$ cat src/rtl/vga_pkg.sv
// Shared VGA timing defaults (640x480 @ 60 Hz) for the timing generator and display stages.
package vga_pkg;

  localparam int COORD_W = 10;

  localparam int H_ACTIVE_DEF = 640;
  localparam int H_FP_DEF     = 16;
  localparam int H_SYNC_DEF   = 96;
  localparam int H_BP_DEF     = 48;

  localparam int V_ACTIVE_DEF = 480;
  localparam int V_FP_DEF     = 10;
  localparam int V_SYNC_DEF   = 2;
  localparam int V_BP_DEF     = 33;

  function automatic int span_total(input int active, input int fp, input int sync, input int bp);
    return active + fp + sync + bp;
  endfunction

  localparam int H_TOTAL_DEF = span_total(H_ACTIVE_DEF, H_FP_DEF, H_SYNC_DEF, H_BP_DEF);
  localparam int V_TOTAL_DEF = span_total(V_ACTIVE_DEF, V_FP_DEF, V_SYNC_DEF, V_BP_DEF);

endpackage

$ cat src/rtl/vga_timing_gen.sv
// VGA raster timing: pixel/line counters with registered sync, blank and frame decode.
// Every output is decoded from the next position so all outputs align with DrawX/DrawY.
module vga_timing_gen
  import vga_pkg::*;
#(
  parameter int H_ACTIVE = H_ACTIVE_DEF,
  parameter int H_FP     = H_FP_DEF,
  parameter int H_SYNC   = H_SYNC_DEF,
  parameter int H_BP     = H_BP_DEF,
  parameter int V_ACTIVE = V_ACTIVE_DEF,
  parameter int V_FP     = V_FP_DEF,
  parameter int V_SYNC   = V_SYNC_DEF,
  parameter int V_BP     = V_BP_DEF
) (
  input  logic               vga_clk,
  input  logic               reset,
  output logic [COORD_W-1:0] DrawX,
  output logic [COORD_W-1:0] DrawY,
  output logic               hs,
  output logic               vs,
  output logic               blank,
  output logic               frame_start,
  output logic [7:0]         frame_count
);

  localparam int H_TOTAL = span_total(H_ACTIVE, H_FP, H_SYNC, H_BP);
  localparam int V_TOTAL = span_total(V_ACTIVE, V_FP, V_SYNC, V_BP);

  localparam logic [COORD_W-1:0] H_LAST   = COORD_W'(H_TOTAL - 1);
  localparam logic [COORD_W-1:0] V_LAST   = COORD_W'(V_TOTAL - 1);
  localparam logic [COORD_W-1:0] H_VIS    = COORD_W'(H_ACTIVE);
  localparam logic [COORD_W-1:0] V_VIS    = COORD_W'(V_ACTIVE);
  localparam logic [COORD_W-1:0] HS_BEGIN = COORD_W'(H_ACTIVE + H_FP);
  localparam logic [COORD_W-1:0] HS_END   = COORD_W'(H_ACTIVE + H_FP + H_SYNC);
  localparam logic [COORD_W-1:0] VS_BEGIN = COORD_W'(V_ACTIVE + V_FP);
  localparam logic [COORD_W-1:0] VS_END   = COORD_W'(V_ACTIVE + V_FP + V_SYNC);

  logic [COORD_W-1:0] x_next;
  logic [COORD_W-1:0] y_next;
  logic               line_wrap;
  logic               frame_entry;

  // Wrapping on >= rather than == keeps a corrupted count from running past the total.
  always_comb begin
    line_wrap = (DrawX >= H_LAST);
    x_next    = line_wrap ? '0 : DrawX + COORD_W'(1);
    y_next    = DrawY;
    if (line_wrap) begin
      y_next = (DrawY >= V_LAST) ? '0 : DrawY + COORD_W'(1);
    end
    frame_entry = (x_next == '0) && (y_next == '0);
  end

  // Reset parks the raster on the last pixel so the first edge lands on (0,0).
  always_ff @(posedge vga_clk or posedge reset) begin
    if (reset) begin
      DrawX       <= H_LAST;
      DrawY       <= V_LAST;
      hs          <= 1'b1;
      vs          <= 1'b1;
      blank       <= 1'b0;
      frame_start <= 1'b0;
      frame_count <= '0;
    end else begin
      DrawX       <= x_next;
      DrawY       <= y_next;
      hs          <= !((x_next >= HS_BEGIN) && (x_next < HS_END));
      vs          <= !((y_next >= VS_BEGIN) && (y_next < VS_END));
      blank       <= (x_next < H_VIS) && (y_next < V_VIS);
      frame_start <= frame_entry;
      if (frame_entry) begin
        frame_count <= frame_count + 8'd1;
      end
    end
  end

endmodule

$ cat config.mk
export PLATFORM = sky130hd
export DESIGN_NAME = vga_timing_gen
export DESIGN_NICKNAME = d
export VERILOG_FILES = /design/src/rtl/vga_pkg.sv /design/src/rtl/vga_timing_gen.sv
export SDC_FILE = /design/constraint.sdc
export NUM_CORES = 1
export LEC_CHECK = 0
export ABC_AREA = 1
export BUFFER_PORTS_ARGS = -buffer_cell sky130_fd_sc_hd__buf_2
export CORE_ASPECT_RATIO = 1.75
export CORE_UTILIZATION = 45
export CTS_BUF_LIST = sky130_fd_sc_hd__clkbuf_16
export CTS_CLUSTER_DIAMETER = 100
export DETAILED_ROUTE_END_ITERATION = 6
export PLACE_DENSITY = 0.68
export SYNTH_ARGS = -nofsm -noshare
export SYNTH_HDL_FRONTEND = slang
export SYNTH_SLANG_ARGS = --single-unit
$ cat constraint.sdc
create_clock -name vga_clk -period 2.5 [get_ports vga_clk]
set_input_delay 0.375 -clock vga_clk [delete_from_list [all_inputs] [get_ports vga_clk]]
set_output_delay 0.375 -clock vga_clk [all_outputs]
set_load 0.1 [all_outputs]
Yosys cells after proc, flatten, opt, wreduce, memory -nomap -nowiden
Index checks and enable logic that the tools add are counted.
{"block": "totals", "inputBits": 2, "elab_cells": 29, "out_inout_bits": 32, "reg_bits": 32}
{"block": "classes", "mux": 3, "n_lt_le_gt_ge": 8, "addsub": 3, "reduce_logical": 8}
{"cell": "$ge 10x10->1 const B", "n": 3}
{"cell": "$mux 10", "n": 3}
{"cell": "$add 10x1->10 const B", "n": 2}
{"cell": "$logic_not 10->1", "n": 2}
{"cell": "$lt 10x10->1 const B", "n": 2}
{"cell": "$lt 10x9->1 const B", "n": 2}
{"cell": "$ge 10x9->1 const B", "n": 1}
{"cell": "$add 8x1->8 const B", "n": 1}
{"cell": "$logic_and 1x1->1", "n": 4}
{"cell": "$logic_not 1->1", "n": 2}

Logic depth before layout (Yosys ltp)
{"block": "logic_depth", "word_depth": 6, "depth_mapped": 15, "depth_no_buf": 14}

Worst setup path before layout
Ideal clock, no wire load.
{"block": "synth_timing", "kind": "reg2reg", "start": "register DrawY[0]", "end": "register frame_count[0]", "required_time_ns": 2.435, "stages_incl_launch_ff": 12, "n_path_buf": 0, "slack_ns": 0.012, "period_less_slack_ns": 2.488, "setup_ns": 0.065, "t_arrival_ns": 2.423, "cell_sequence": "dfrtp_1 ha_1 nand3_1 inv_1 nand2_1 nor2_1 nand3_1 nand3_2 nand3_1 nor2_4 nand3_1 nand2_1"}
{"block": "synth_between", "elab_chain_cells": 5, "elab_cells_between_ends": 6, "cone_classes": "add/sub (1); order compare (1); mux (2); reduce/logical (2)"}
{"item": "start: declaration", "line_no": "vga_timing_gen.sv:18", "text": "output logic [COORD_W-1:0] DrawY,"}
{"item": "start signal: assignment", "line_no": "vga_timing_gen.sv:66", "text": "DrawY <= y_next;"}
{"item": "$add 10x1->10 or $ge 10x10->1 (tied branches)", "line_no": "vga_timing_gen.sv:49", "text": "y_next = (DrawY >= V_LAST) ? '0 : DrawY + COORD_W'(1);"}
{"item": "$mux 10", "line_no": "vga_timing_gen.sv:49"}
{"item": "$mux 10 *", "line_no": "vga_timing_gen.sv:48", "text": "if (line_wrap) begin"}
{"item": "$logic_not 10->1 *", "line_no": "vga_timing_gen.sv:51", "text": "frame_entry = (x_next == '0) && (y_next == '0);"}
{"item": "$logic_and 1x1->1 *", "line_no": "vga_timing_gen.sv:51"}
{"item": "end signal: assignment", "line_no": "vga_timing_gen.sv:72", "text": "frame_count <= frame_count + 8'd1;"}
{"item": "end: declaration", "line_no": "vga_timing_gen.sv:23", "text": "output logic [7:0] frame_count"}
Every way passes the cells marked *; elsewhere a longest branch is shown, timed or not.
A chain may end at the register's enable or synchronous reset.

Final worst setup path
{"block": "layout_timing", "start": "register DrawX[0]", "end": "register frame_count[3]"}
{"block": "layout_between", "elab_chain_cells": 4, "elab_cells_between_ends": 7, "cone_classes": "add/sub (1); order compare (1); mux (2); reduce/logical (3)"}
{"item": "start: declaration", "line_no": "vga_timing_gen.sv:17", "text": "output logic [COORD_W-1:0] DrawX,"}
{"item": "start signal: assignment", "line_no": "vga_timing_gen.sv:65", "text": "DrawX <= x_next;"}
{"item": "$add 10x1->10 or $ge 10x10->1 (tied branches)", "line_no": "vga_timing_gen.sv:46, vga_timing_gen.sv:45"}
{"item": "$mux 10 (on tied branches)", "line_no": "vga_timing_gen.sv:46, vga_timing_gen.sv:48"}
{"item": "$logic_not 10->1", "line_no": "vga_timing_gen.sv:51"}
{"item": "$logic_and 1x1->1 *", "line_no": "vga_timing_gen.sv:51"}
Marks and branches as above.

==> metrics list <==
- The number of global-route vias before repair is 1826.
- Worst reg2reg endpoint: frame_count[3]$_DFFE_PP0P_
* Cell depth of the worst flop-to-flop path: 12
- Top-level port count: 34
- Final hold violations: 0
* Worst-Margin Slew: 488 ps
* Switch share: 19.0%
- The run finished with clean final reports.
- Crit-path slowest cell: sky130_fd_sc_hd__dfstp_2
- STA classifies the critical path startpoint as a flop.
- At the worst endpoint, the required time is 2670 ps.
- Count of input and output buffers: 33
* Family with the most delay on the worst path: simple AND/OR/NAND/NOR gates
* Proportion of layout cells with a drive suffix above 1: 31.3%
- Setup slack on the worst reg-to-reg path comes out at 250 ps.
- In this run the post-CTS setup repair buffer count came out at 0.
- Clock Pin Slew Worst Setup and Hold Paths: 50 ps
- HPWL after detailed placement: 3760 µm
* Core occupancy in the finished layout: 54.8%
* Cells after Synth: 280
- DRC errors left: 0
- In this run the mean area of a mapped cell was 7.78 µm².
* Count of H-tree levels built during CTS: 2
- Number of nets with antenna violations after routing: 0
* Diodes inserted: 0
- Average wire per standard cell: 13.5 µm
- In this run, flip-flops and latches consume 42.6% of the power.
- In this run the static leakage power is 1.39 nW.
* GRT Util Overall: 22.1%
- # setup viols final: 0
- After filler insertion, the fill cell instance count of the layout stands at 453.
- Last weighted congestion value of the routability-driven placer: 0.903
* Most frequently used cell type in the post-synthesis netlist: sky130_fd_sc_hd__nand2_1
- Synthesis-stage register bit count: 32
- Count of cell types in the netlist: 31
- Power density relative to cell area: 477 mW/mm²
- The die is 94.0 µm tall.
- Period minus WS final: 2250 ps
* Fraction of power consumed by combinational cells: 1.0%
- Sequential fraction of the synthesis area: 37.5%
- Worst slew margin: 67.7%
- In the final design database the tool counted 324 nets.
- The largest single stage delay on the critical path is 590 ps.
- Share of async-settable or async-resettable flops after synthesis: 100%
- For this block, the via count after detailed routing is 1923.
- Data arrival time of the critical path: 2420 ps
* Row count: 33
* Path type of the worst setup path: reg -> reg
- Placed insts: 363
* Maximum clock skew at final layout: 8.40 ps
- Period utilisation layout: 90.0%
* DR iter-0 viols: 39
* Power spent charging and discharging nets: 0.000231 W
- By count the netlist is led by 63 x sky130_fd_sc_hd__nand2_1, 43 x sky130_fd_sc_hd__inv_1, 30 x sky130_fd_sc_hd__nand3_1.
- Hold buffers post-CTS: 0
- The later pin in the worst-skew pair is clocked with a latency of 280 ps.
- The clock net in this run drives a total of 32 sinks.
- RR Startpoint: DrawX[0]$_DFF_PP1_
* Die footprint: 0.00513 mm²
- Summed over all instances, the cell type with the most area after synthesis is sky130_fd_sc_hd__dfrtp_1.
- Antenna violations before repair: 0
* Number of pins exceeding their max-slew limit in the final report: 0
* Cell types occupying the most area after synthesis: sky130_fd_sc_hd__dfrtp_1 23%, sky130_fd_sc_hd__dfstp_2 14%, sky130_fd_sc_hd__nand2_1 11%
* Starting density of the core: 46.7%
- Final cell count without fillers: 371
* Portion of synthesized cell area occupied by the leading cell type: 23.0%
- Summing every instance area after synthesis gives 0.00218 mm².
- Vias per cell: 5.18
- TritonCTS clock tree: built
- The routed design has 4990 µm of wire.
- The tree is rooted in a sky130_fd_sc_hd__clkbuf_16.
- Setup repair after global routing left no endpoint under its margin.
- Tightest Hold Check Type: in -> async
* Pin count of the biggest net entering global routing: 33
- For this run, the number of Yosys warnings is 0.
- Number of buffers created by CTS: 5
- Maximum ir drop on the vdd rail: 556 µV
- The share of total power dissipated in the clock network is 56.4%.
* Peak clock frequency supported by timing: 445 MHz
- First-pass GRT wire length: 8080 µm
- Residual overflow from global routing: 0
* Main flop type after synthesis: sky130_fd_sc_hd__dfrtp_1
- Hold timing on the final database bottoms out at a slack of 166 ps.
- Core Area: 0.00467 mm²
- Worst path most repeated cell: sky130_fd_sc_hd__nand2_2
* Final setup TNS: 0 ps
- Crit Path Max Fanout: 24
- Across the run, the number of max-cap violations was 0.
- Number of buffer and inverter instances along the worst setup path: 1
- Number of search-and-repair iterations in the first detailed-routing pass: 4
* Internal power consumption: 0.000988 W
* Endpoint type of the worst setup path: flop
* Ordered cell list for the critical path: ha_1, nand4_2, nand2_2, nand2_8, inv_6, nand2_2, nand2_2, nand3_1, nor2_2, nand3_4, o21bai_1, nand2_1
- When the netlist entered floorplanning its net count stood at 286.
* WP depth: 12
- In this run, post-CTS repair resized a total of 0 instances.
- Area delta synth->final: 17.5%
- CTS Buffer Depth: 2
- The floorplan step set the die width to 54.6 µm.
* Count of flip-flops with a built-in enable after synthesis: 0
- Total power consumption of the routed design: 0.00122 W
## power by group through the flow
| stage | logic [W] | registers (W) | clock network (W) |
|---|---|---|---|
| 4_1_cts | 0.0000127 | 0.000519 | 0.000704 |
| 3_3_place_gp | 0.0000124 | 0.000528 | 0 |
| 5_1_grt | 0.0000144 | 0.000519 | 0.000725 |
| 3_5_place_dp | 0.0000127 | 0.000528 | 0 |
| 6_report | 0.0000117 | 0.000519 | 0.000688 |
| 2_1_floorplan | 0.00000748 | 0.000528 | 0 |
## worst max-delay path by stage
stage          slack, ps                         end                from
2_1_floorplan         10  frame_count[0]$_DFFE_PP0P_  DrawY[0]$_DFF_PP0_
3_3_place_gp         220  frame_count[3]$_DFFE_PP0P_  DrawX[0]$_DFF_PP1_
3_5_place_dp         180  frame_count[0]$_DFFE_PP0P_  DrawX[0]$_DFF_PP1_
4_1_cts              170  frame_count[0]$_DFFE_PP0P_  DrawX[0]$_DFF_PP1_
5_1_grt               30  frame_count[2]$_DFFE_PP0P_  DrawX[0]$_DFF_PP1_
6_report             250  frame_count[3]$_DFFE_PP0P_  DrawX[0]$_DFF_PP1_
## tightest hold or removal path, cell delays in order
cell,delay (ps)
sky130_fd_sc_hd__buf_2,90
sky130_fd_sc_hd__inv_1,40
sky130_fd_sc_hd__buf_4,360
## sequential cells by signal, summed over array words and instances (netlist names)
signal	count
DrawX	10
DrawY	10
blank	1
frame_count	8
frame_start	1
hs	1
vs	1
## kinds of logic after synthesis
logic type                 count (synthesis)  share of synthesized area (%)
DFF                                       32                           37.5
AOI/OAI and AO/OA                         23                           8.51
adders and majority gates                  4                           2.30
xor gates and xnor gates                   8                           3.22
and+or+nand+nor                          159                           37.8
buffers and inverters                     54                           10.7
## placed cells by master, fill, tap and decap left out, types with 4 or more instances in the layout
cell type	count
sky130_fd_sc_hd__nor3_1	5
sky130_fd_sc_hd__nand3_2	6
sky130_fd_sc_hd__dfstp_2	12
sky130_fd_sc_hd__nor2_2	9
sky130_fd_sc_hd__inv_2	6
sky130_fd_sc_hd__o21bai_1	12
sky130_fd_sc_hd__buf_2	33
sky130_fd_sc_hd__xor2_1	8
sky130_fd_sc_hd__nor2_1	17
sky130_fd_sc_hd__dfrtp_1	20
sky130_fd_sc_hd__o21ai_0	4
sky130_fd_sc_hd__ha_1	4
sky130_fd_sc_hd__nand3_1	30
sky130_fd_sc_hd__inv_1	43
sky130_fd_sc_hd__nand4_1	10
sky130_fd_sc_hd__nand2_1	63
sky130_fd_sc_hd__clkbuf_16	5
sky130_fd_sc_hd__nand2_2	9
## per-stage QoR
| stage | setup slack, ps | area [µm²] |
|---|---|---|
| after floorplan | 11.7 | 2180 |
| after global placement | 215 | 2380 |
| after detailed placement | 177 | 2380 |
| after CTS | 167 | 2550 |
| after global routing | 33.8 | 2560 |
| final | 251 | 2560 |
## routing by layer
metal | global-route usage (%) | vias up | wire (µm)
li1 | - | 967 | -
met1 | 23.7 | 908 | 1930
met2 | 37.9 | 31 | 2700
met3 | 4.05 | 17 | 141
met4 | 12.6 | 0 | 218
met5 | 0 | - | 0
## layout make-up
| type | count | area (µm²) | area share (%) |
|---|---|---|---|
| multi-input combinational | 194 | 1140 | 44.4 |
| sequential | 32 | 816 | 31.9 |
| inverter | 50 | 193 | 7.53 |
| timing repair buffer | 35 | 180 | 7.04 |
| clock buffer | 5 | 125 | 4.89 |
| tap | 52 | 65.1 | 2.54 |
| clock inverter | 3 | 42.5 | 1.66 |
Note: power is estimated with default switching activity, not from simulation.
